--- config.mk ---
export PLATFORM = sky130hd
export DESIGN_NAME = text_lcd_responder
export DESIGN_NICKNAME = d
export VERILOG_FILES = /design/src/rtl/text_lcd_responder.sv
export SDC_FILE = /design/constraint.sdc
export NUM_CORES = 1
export LEC_CHECK = 0
export CELL_PAD_IN_SITES_DETAIL_PLACEMENT = 1
export CELL_PAD_IN_SITES_GLOBAL_PLACEMENT = 2
export CORE_ASPECT_RATIO = 0.7
export CORE_MARGIN = 3
export CORE_UTILIZATION = 40
export DETAILED_ROUTE_END_ITERATION = 10
export GPL_TIMING_DRIVEN = 0
export MAX_ROUTING_LAYER = met4
export PLACE_DENSITY_LB_ADDON = 0.1
export SYNTH_ARGS = -nofsm -noshare
export SYNTH_HDL_FRONTEND = slang
export SYNTH_SLANG_ARGS = --single-unit
--- constraint.sdc ---
create_clock -name clk_i -period 6.2 [get_ports clk_i]
set_input_delay 0.93 -clock clk_i [delete_from_list [all_inputs] [get_ports clk_i]]
set_output_delay 0.93 -clock clk_i [all_outputs]
set_load 0.02 [all_outputs]
--- src/rtl/text_lcd_responder.sv ---
// HD44780-style 2x16 character LCD model driven from the textlcd bus.
// Ports: clk_i/rst_ni (async active-low); lcd_*_i bus inputs; rd_index_i/rd_char_o
//   registered cell read; wr_*_o per-write strobe; cursor/display/line state; sticky errors.
module text_lcd_responder #(
  parameter int unsigned MIN_E_HIGH = 2,
  parameter logic [7:0]  BLANK_CHAR = 8'h20
) (
  input  logic       clk_i,
  input  logic       rst_ni,
  input  logic       lcd_e_i,
  input  logic       lcd_rs_i,
  input  logic       lcd_rw_i,
  input  logic [7:0] lcd_data_i,
  input  logic [4:0] rd_index_i,
  output logic [7:0] rd_char_o,
  output logic       wr_strobe_o,
  output logic [4:0] wr_index_o,
  output logic [7:0] wr_char_o,
  output logic [6:0] cursor_addr_o,
  output logic       display_on_o,
  output logic       two_line_o,
  output logic       err_short_o,
  output logic       err_read_o
);

  localparam int unsigned CW = (MIN_E_HIGH < 1) ? 1 : $clog2(MIN_E_HIGH + 1);
  localparam logic [CW-1:0] MIN_C = CW'(MIN_E_HIGH);

  // Bus sample layout: {e, rs, rw, data[7:0]}
  logic [10:0] s1_q, s2_q, s3_q;
  logic [CW-1:0] cnt_q, cnt_d;

  logic [6:0] addr_q, addr_d;
  logic       id_q, id_d;
  logic       don_q, don_d;
  logic       twol_q, twol_d;
  logic       es_q, es_d;
  logic       er_q, er_d;
  logic       stb_q, stb_d;
  logic [4:0] widx_q, widx_d;
  logic [7:0] wchar_q, wchar_d;
  logic [7:0] rd_q;
  logic [7:0] ram_q [32];

  logic       ram_we, ram_clr;
  logic [4:0] ram_idx;

  logic       fall;
  logic       c_rs, c_rw;
  logic [7:0] c_dat;

  // Stage 3 still holds the last high-E sample when the fall is seen in stage 2,
  // so its rs/rw/data are the values the LCD would latch.
  assign fall  = s3_q[10] & ~s2_q[10];
  assign c_rs  = s3_q[9];
  assign c_rw  = s3_q[8];
  assign c_dat = s3_q[7:0];

  // DDRAM counter stepping: the two 40-byte line windows are chained into a ring.
  function automatic logic [6:0] step_addr(input logic [6:0] a, input logic inc);
    logic [6:0] r;
    if (inc) begin
      if (a == 7'h27)      r = 7'h40;
      else if (a == 7'h67) r = 7'h00;
      else                 r = a + 7'd1;
    end else begin
      if (a == 7'h00)      r = 7'h67;
      else if (a == 7'h40) r = 7'h27;
      else                 r = a - 7'd1;
    end
    return r;
  endfunction

  always_comb begin
    cnt_d = cnt_q;
    if (fall)
      cnt_d = '0;
    else if (s2_q[10] && (cnt_q < MIN_C))
      cnt_d = cnt_q + 1'b1;
  end

  always_comb begin
    addr_d  = addr_q;
    id_d    = id_q;
    don_d   = don_q;
    twol_d  = twol_q;
    es_d    = es_q;
    er_d    = er_q;
    stb_d   = 1'b0;
    widx_d  = widx_q;
    wchar_d = wchar_q;
    ram_we  = 1'b0;
    ram_clr = 1'b0;
    ram_idx = {addr_q[6], addr_q[3:0]};
    if (fall) begin
      if (cnt_q < MIN_C) begin
        es_d = 1'b1;
      end else if (c_rw) begin
        er_d = 1'b1;
      end else if (!c_rs) begin
        casez (c_dat)
          8'b1???????: addr_d = c_dat[6:0];
          8'b01??????: ;                      // CGRAM address: no CGRAM modelled
          8'b001?????: twol_d = c_dat[3];
          8'b0001????: ;                      // cursor/display shift: not modelled
          8'b00001???: don_d  = c_dat[2];
          8'b000001??: id_d   = c_dat[1];
          8'b0000001?: addr_d = 7'h00;
          8'b00000001: begin
            ram_clr = 1'b1;
            addr_d  = 7'h00;
            id_d    = 1'b1;
          end
          default: ;
        endcase
      end else begin
        // Only 0x00-0x0F and 0x40-0x4F map onto the 16-wide visible window.
        if (addr_q[5:4] == 2'b00) begin
          ram_we  = 1'b1;
          stb_d   = 1'b1;
          widx_d  = ram_idx;
          wchar_d = c_dat;
        end
        addr_d = step_addr(addr_q, id_q);
      end
    end
  end

  always_ff @(posedge clk_i or negedge rst_ni) begin
    if (!rst_ni) begin
      s1_q    <= '0;
      s2_q    <= '0;
      s3_q    <= '0;
      cnt_q   <= '0;
      addr_q  <= 7'h00;
      id_q    <= 1'b1;
      don_q   <= 1'b0;
      twol_q  <= 1'b0;
      es_q    <= 1'b0;
      er_q    <= 1'b0;
      stb_q   <= 1'b0;
      widx_q  <= 5'd0;
      wchar_q <= 8'h00;
    end else begin
      s1_q    <= {lcd_e_i, lcd_rs_i, lcd_rw_i, lcd_data_i};
      s2_q    <= s1_q;
      s3_q    <= s2_q;
      cnt_q   <= cnt_d;
      addr_q  <= addr_d;
      id_q    <= id_d;
      don_q   <= don_d;
      twol_q  <= twol_d;
      es_q    <= es_d;
      er_q    <= er_d;
      stb_q   <= stb_d;
      widx_q  <= widx_d;
      wchar_q <= wchar_d;
    end
  end

  // Read uses the pre-edge array contents, so a same-cycle write returns the old value.
  always_ff @(posedge clk_i or negedge rst_ni) begin
    if (!rst_ni) begin
      rd_q <= BLANK_CHAR;
      for (int i = 0; i < 32; i++) ram_q[i] <= BLANK_CHAR;
    end else begin
      rd_q <= ram_q[rd_index_i];
      if (ram_clr) begin
        for (int i = 0; i < 32; i++) ram_q[i] <= BLANK_CHAR;
      end else if (ram_we) begin
        ram_q[ram_idx] <= c_dat;
      end
    end
  end

  assign rd_char_o     = rd_q;
  assign wr_strobe_o   = stb_q;
  assign wr_index_o    = widx_q;
  assign wr_char_o     = wchar_q;
  assign cursor_addr_o = addr_q;
  assign display_on_o  = don_q;
  assign two_line_o    = twol_q;
  assign err_short_o   = es_q;
  assign err_read_o    = er_q;

endmodule

==> flow_metrics.env, run 1 <==
export IMPL_ir_worst_vdd_mv=0.208
export IMPL_via_per_inst=5.79
export IMPL_syn_to_final_growth_pct=15.1
export IMPL_grt_pass1_wl_um=75800
export IMPL_cp_arrival_ns=3.53
export IMPL_routed_wl_um=49700
export IMPL_p_sw_share_pct=28.7
export IMPL_placement_rows=59
export IMPL_cts_setup_buffers=0
export IMPL_first_pass_iters=5
export IMPL_layout_commonest_cell="dfrtp_1"
export IMPL_crit_chain="clkbuf_1 -> buf_1 -> mux4_2 -> mux4_2 -> mux2_2"
export IMPL_setup_ws_ns=3.08
export IMPL_layout_common_cells="dfrtp_1, mux2i_1, nor2_1"
export IMPL_setup_viol_count_final=0
export IMPL_yosysWarnings=0
export IMPL_maxSlewHeadroom_pct=29.8
export IMPL_pwr_share_comb_pct=17.1
export IMPL_final_cell_count_no_fill=1825
export IMPL_grt_pass1_vias=11100
export IMPL_clk_path_buf_depth=3
export IMPL_finalHoldViolCount=0
export IMPL_p_per_area_nw_per_um2=317
export IMPL_hold_path_class="reg2reg"
export IMPL_post_route_cells_drive_above_1_share_pct=17.7
export IMPL_period_minus_slack_ns=3.12
export IMPL_die_w_um=240
export IMPL_synthFlopType="dfrtp_1"
export IMPL_start_kind="input pin"
export IMPL_ctsHtreeMaxLevel=2
export IMPL_drc=0
export IMPL_num_antenna_cells=0
export IMPL_place_inst=1760
export IMPL_clock_power_share_pct=39.6
export IMPL_port_buffers=45
export IMPL_gp_congestion=0.862
export IMPL_p_sw_mw=1.61
export IMPL_synth_avg_cell_area_sq_um=12.5
export IMPL_critPathMaxFanout=10
export IMPL_max_stage_delay_ns=0.84
export IMPL_ios=51
export IMPL_slowest_stage="buf_1"
export IMPL_crit_type="in2reg"
export IMPL_final_nets=1332
export IMPL_dp_final_hpwl_um=35100
export IMPL_ant_nets=0
export IMPL_seq_power_share_pct=43.3
export IMPL_cap_violations=0
export IMPL_fin_crit_sh_pct=50.3
export IMPL_syn_nets=1247
export IMPL_synth_cell_types=59
export IMPL_endpoint_kind="flip-flop"
export IMPL_fmax_mhz=320
export IMPL_cts_sinks=325
export IMPL_core_area_sq_um=37500
export IMPL_final_util_pct=47.1
export IMPL_die_area_sq_um=40800
export IMPL_cts_tree="done"
export IMPL_via_count=10600
export IMPL_overflow=0
export IMPL_antenna_found_initial=2
export IMPL_ys_seq_elements=325
export IMPL_cts_clk_slew_worst_paths_ns=0.06
export IMPL_drtIter0Drc=903
export IMPL_status="completed"
export IMPL_clk_latency_ns=0.54
export IMPL_fp_dieH_um=170
export IMPL_wl_per_cell_um=27.2
export IMPL_syn_area_sq_um=15300
export IMPL_synth_edf_count=0
export IMPL_finalMaxSlewViolations=0
export IMPL_dpl_worst_slack_ns=2.56
export IMPL_start_util_pct=40.9
export IMPL_track_usage_pct=26.1
export IMPL_ys_seq_area_share_pct=53.3
export IMPL_clock_skew_final_ns=0.0166
export IMPL_cts_buffers=36
export IMPL_required_ns=6.61
export IMPL_cts_hold_buffers=0
export IMPL_cp_common_cell="mux4_2"
export IMPL_p_leak_nw=9.61
export IMPL_rsz0062_at_grt="false"
export IMPL_worst_pin_slew_ns=1.05
export IMPL_grt_max_degree=116
export IMPL_syn_inst=1225
export IMPL_p_int_mw=3.99
export IMPL_synthArstFlopShare_pct=100
export IMPL_cts_root_buf="clkbuf_16"
export IMPL_cts_resized=0
==> cells by family after synthesis <==
family / synth area share (%)
AOI/OAI and AO/OA: 2.67
xor gates and xnor gates: 0.114
adders and majority gates: 0.326
buffers and inverters: 3.49
DFF: 53.3
muxes: 29.1
and+or+nand+nor: 11.0
==> area by class of cell <==
| cell class | instances | area (sq um) |
|---|---|---|
| repair buffers | 47 | 510 |
| plain buffers | 116 | 498 |
| flip-flops and latches | 325 | 8180 |
| fillers | 3894 | 19800 |
| well taps | 488 | 611 |
| clock buffers | 57 | 1070 |
| multi-input cells | 774 | 6640 |
| inverters | 10 | 37.5 |
| clock inverters | 8 | 130 |
==> Yosys cell counts (3+ instances only) <==
library cell | n | area (sq um)
nor4_1 | 4 | 25.0
clkbuf_1 | 71 | 267
a21oi_1 | 8 | 40.0
dfrtp_1 | 291 | 7280
nand2_1 | 44 | 165
o22ai_1 | 15 | 93.8
nand2b_1 | 3 | 18.8
nor2b_1 | 3 | 18.8
and2_1 | 4 | 25.0
dfstp_2 | 34 | 893
nand4_1 | 36 | 225
buf_1 | 12 | 45.0
nor4b_1 | 3 | 26.3
mux2i_1 | 243 | 2430
inv_1 | 10 | 37.5
a311oi_1 | 3 | 26.3
buf_2 | 26 | 130
buf_4 | 6 | 45.0
mux4_2 | 80 | 1800
and4_1 | 3 | 26.3
nor3_1 | 3 | 15.0
nand4_2 | 7 | 87.6
ha_1 | 4 | 50.1
o21ai_0 | 9 | 45.0
nand3_1 | 10 | 50.1
nor2_1 | 232 | 871
mux2_2 | 21 | 236
==> per-layer routing <==
metal / GRT usage, % / up-vias / share of wire, %
li1: - / 4551 / -
met2: 35.0 / 277 / 41
met1: 39.0 / 5676 / 49
met4: 7.52 / 0 / 2.7
met3: 6.27 / 69 / 7.1
met5: - / - / 0
==> worst max-delay path, delay by kind of cell <==
kind	cells	cell delay, ns
buf+inv	2	1.26
mux	3	1.33
==> flip-flops by register name, summed over array words and instances, names as in the netlist <==
signal         flops
display_on_o       1
two_line_o         1
rd_char_o          8
ram_q            256
cnt_q              2
id_q               1
s1_q              11
cursor_addr_o      7
err_short_o        1
wr_strobe_o        1
wr_char_o          8
s2_q              11
wr_index_o         5
s3_q              11
err_read_o         1
==> final timing paths <==
check	startpoint	to	slack, ns	cells after the start
worst min-delay path	s1_q[1]$_DFF_PN0_	s2_q[1]$_DFF_PN0_	0.34	0
worst min register to register	s1_q[1]$_DFF_PN0_	s2_q[1]$_DFF_PN0_	0.34	0
worst max-delay path	rd_index_i[2]	rd_char_o[4]$_DFF_PN0_	3.08	5
max in group asynchronous	rst_ni	ram_q[24]$_DFFE_PN0P_	4.68	2
min in group asynchronous	rst_ni	wr_index_o[1]$_DFFE_PN0P_	0.43	1
worst max register to register	cursor_addr_o[2]$_DFFE_PN0P_	ram_q[44]$_DFFE_PN0P_	3.12	6
==> stage by stage <==
stage	power, mW	cell area, sq um	TNS, ns	hold slack, ns
detailed placement	3.42	16500	0	0.336
floorplan	2.99	15300	0	0.331
CTS	5.65	17700	0	0.347
global placement	3.40	16400	-3333.29	0.332
global route	5.84	17700	0	0.352
finish	5.60	17700	0	0.345
==> power by group through the flow <==
stage	combinational, mW	sequential (mW)	clock [mW]
6_report	0.957	2.43	2.22
5_1_grt	1.04	2.45	2.36
4_1_cts	0.957	2.43	2.27
3_5_place_dp	0.954	2.46	0
3_3_place_gp	0.942	2.46	0
2_1_floorplan	0.494	2.49	0
(Power assumes the default switching activity.)
==> run 2, diff against run 1 <==
--- a/config.mk
+++ b/config.mk
@@ -9,7 +9,7 @@
 export CELL_PAD_IN_SITES_GLOBAL_PLACEMENT = 2
 export CORE_ASPECT_RATIO = 0.7
 export CORE_MARGIN = 3
-export CORE_UTILIZATION = 40
+export CORE_UTILIZATION = 39
 export DETAILED_ROUTE_END_ITERATION = 10
 export GPL_TIMING_DRIVEN = 0
 export MAX_ROUTING_LAYER = met4
==> constraint.sdc (replaced) <==
create_clock -name clk_i -period 2.68 [get_ports clk_i]
set_input_delay 0.402 -clock clk_i [delete_from_list [all_inputs] [get_ports clk_i]]
set_output_delay 0.402 -clock clk_i [all_outputs]
set_load 0.02 [all_outputs]
==> run 2 against run 1 <==
Compared with the run above:
- non-clock buffer count grew 20
- clock power increased by 130%
- hold slack got worse by 0.046 ns
- power grew 130%
- cell area up 1.9%
- sequential share of layout area is 0.86 points lower
- sequential power rose by 130%
- via count increased by 0.78%
- critical endpoint is now rd_char_o[6]$_DFF_PN0_
==> flow_metrics.env, run 2 (synthesized netlist as in run 1, its figures left out) <==
export IMPL_status="completed"
export IMPL_slowest_stage="buf_1"
export IMPL_dpl_worst_slack_ns=-0.477
export IMPL_cp_depth=5
export IMPL_fp_dieH_um=172
export IMPL_gp_congestion=0.842
export IMPL_period_minus_slack_ns=2.61
export IMPL_fin_crit_sh_pct=97.3
export IMPL_grt_max_degree=108
export IMPL_ios=51
export IMPL_r2r_cells=6
export IMPL_multi_input_area_sq_um=6690
export IMPL_core_area_sq_um=38700
export IMPL_clock_skew_final_ns=0.0232
export IMPL_critPathMaxFanout=10
export IMPL_crit_type="in2reg"
export IMPL_hold_path_class="in2reg"
export IMPL_nFillCells=4043
export IMPL_max_stage_delay_ns=0.81
export IMPL_critPathBufInv=2
export IMPL_cts_buffers=36
export IMPL_setup_ws_ns=0.0723
export IMPL_grt_pass1_wl_um=75500
export IMPL_drc=0
export IMPL_endpoint_kind="flip-flop"
export IMPL_layout_commonest_cell="dfrtp_1"
export IMPL_worst_pin_slew_ns=1.03
export IMPL_fmax_mhz=383
export IMPL_min_path_cells=1
export IMPL_start_util_pct=39.7
export IMPL_antenna_found_initial=1
export IMPL_clk_latency_ns=0.54
export IMPL_cts_clk_slew_worst_paths_ns=0.06
export IMPL_place_inst=1800
export IMPL_r2r_start="cursor_addr_o[0]$_DFFE_PN0P_"
export IMPL_maxSlewHeadroom_pct=31.1
export IMPL_layout_common_cells="dfrtp_1, mux2i_1, nor2_1"
export IMPL_ctsHtreeMaxLevel=2
export IMPL_largest_reg_flops=256
export IMPL_final_cell_count_no_fill=1887
export IMPL_clk_path_buf_depth=3
export IMPL_cts_tree="done"
export IMPL_syn_to_final_growth_pct=17.3
export IMPL_track_usage_pct=25.4
export IMPL_cp_startpoint="rd_index_i[2]"
export IMPL_first_pass_iters=5
export IMPL_p_per_area_nw_per_um2=723
export IMPL_post_route_cells_drive_above_1_share_pct=21.4
export IMPL_die_area_sq_um=41800
export IMPL_placement_rows=60
export IMPL_seq_area_sq_um=8180
export IMPL_via_count=10700
export IMPL_die_w_um=243
export IMPL_hp_start="lcd_e_i"
export IMPL_cp_common_cell="mux4_2"
export IMPL_wl_per_cell_um=26.6
export IMPL_ant_nets=0
export IMPL_dp_final_hpwl_um=35100
export IMPL_grt_pass1_vias=11000
export IMPL_path_delay_family="multiplexers"
export IMPL_rsz0062_at_grt="false"
export IMPL_final_nets=1352
export IMPL_finalMaxSlewViolations=0
export IMPL_cap_violations=0
export IMPL_final_util_pct=46.6
export IMPL_cts_sinks=325
export IMPL_via_per_inst=5.65
export IMPL_cts_root_buf="clkbuf_16"
export IMPL_p_leak_nw=9.81
export IMPL_crit_chain="clkbuf_1 -> buf_1 -> mux4_2 -> mux4_2 -> mux2_2"
export IMPL_finalHoldViolCount=0
export IMPL_ir_worst_vdd_mv=0.385
export IMPL_top_register="ram_q"
export IMPL_routed_wl_um=50100
export IMPL_hold_slack_ns=0.299
export IMPL_setup_viol_count_final=0
export IMPL_cp_arrival_ns=3.02
export IMPL_required_ns=3.09
export IMPL_port_buffers=45
export IMPL_overflow=0
export IMPL_start_kind="input pin"
export IMPL_drtIter0Drc=703
## run 2: changes by cell type in the layout (fill, tap and decap cells not counted), sizes merged
cell / previous run / this run
buf: 48 / 69
bufinv: 3 / 2
clkbuf: 128 / 125
clkinv: 5 / 8
diode: 0 / 2
dlygate4sd3: 0 / 1
## run 2: metal layers
layer	vias to the layer above	part of all wire, %	routed length [um]	track usage (%)
met1	5699	50	25000	37.8
met2	281	42	20900	35.0
li1	4606	-	-	-
met4	0	2.7	1330	6.93
met3	69	5.9	2950	5.29
met5	-	0	0	-
## run 2: cell type report
cell class / count / share of cell area, %
inverters: 10 / 0.208
diodes: 2 / 0.0278
plain buffers: 112 / 2.81
clock inverters: 10 / 0.639
well taps: 527 / 3.66
clock buffers: 56 / 6.15
flip-flops and latches: 325 / 45.4
repair buffers: 71 / 3.96
multi-input cells: 774 / 37.1
## run 2: path summary, 6_finish.rpt
kind / to / slack, ns
max: rd_char_o[6]$_DFF_PN0_ / 0.07
min: s1_q[10]$_DFF_PN0_ / 0.30
max reg2reg: ram_q[201]$_DFFE_PN0P_ / 0.13
min reg2reg: s3_q[0]$_DFF_PN0_ / 0.34
max in group asynchronous: ram_q[20]$_DFFE_PN0P_ / 1.05
min in group asynchronous: wr_index_o[0]$_DFFE_PN0P_ / 0.42
## run 2: through the flow
step           setup TNS, ns  area (sq um)  total power [mW]
3_5_place_dp          -80.77         16500              7.90
3_3_place_gp        -4372.41         16500              7.87
4_1_cts                    0         17900              13.1
2_1_floorplan              0         15300              6.91
6_report                   0         18000              13.0
5_1_grt                    0         18000              13.6
## run 2: power by group
group          internal, mW  total, mW  switching (mW)  leakage [nW]
logic                 0.879       2.23            1.35          4.91
registers              5.33       5.63           0.295          4.29
clock network          3.05       5.16            2.11         0.606
## run 2: what timing repair did
action,in CTS,in global routing
hold buffers,1,0
endpoints found under the hold margin,50,0
resized for setup,18,11
pin swaps,15,4
cloned,0,0
buffers inserted,16,6
endpoints found under the setup margin,242,143
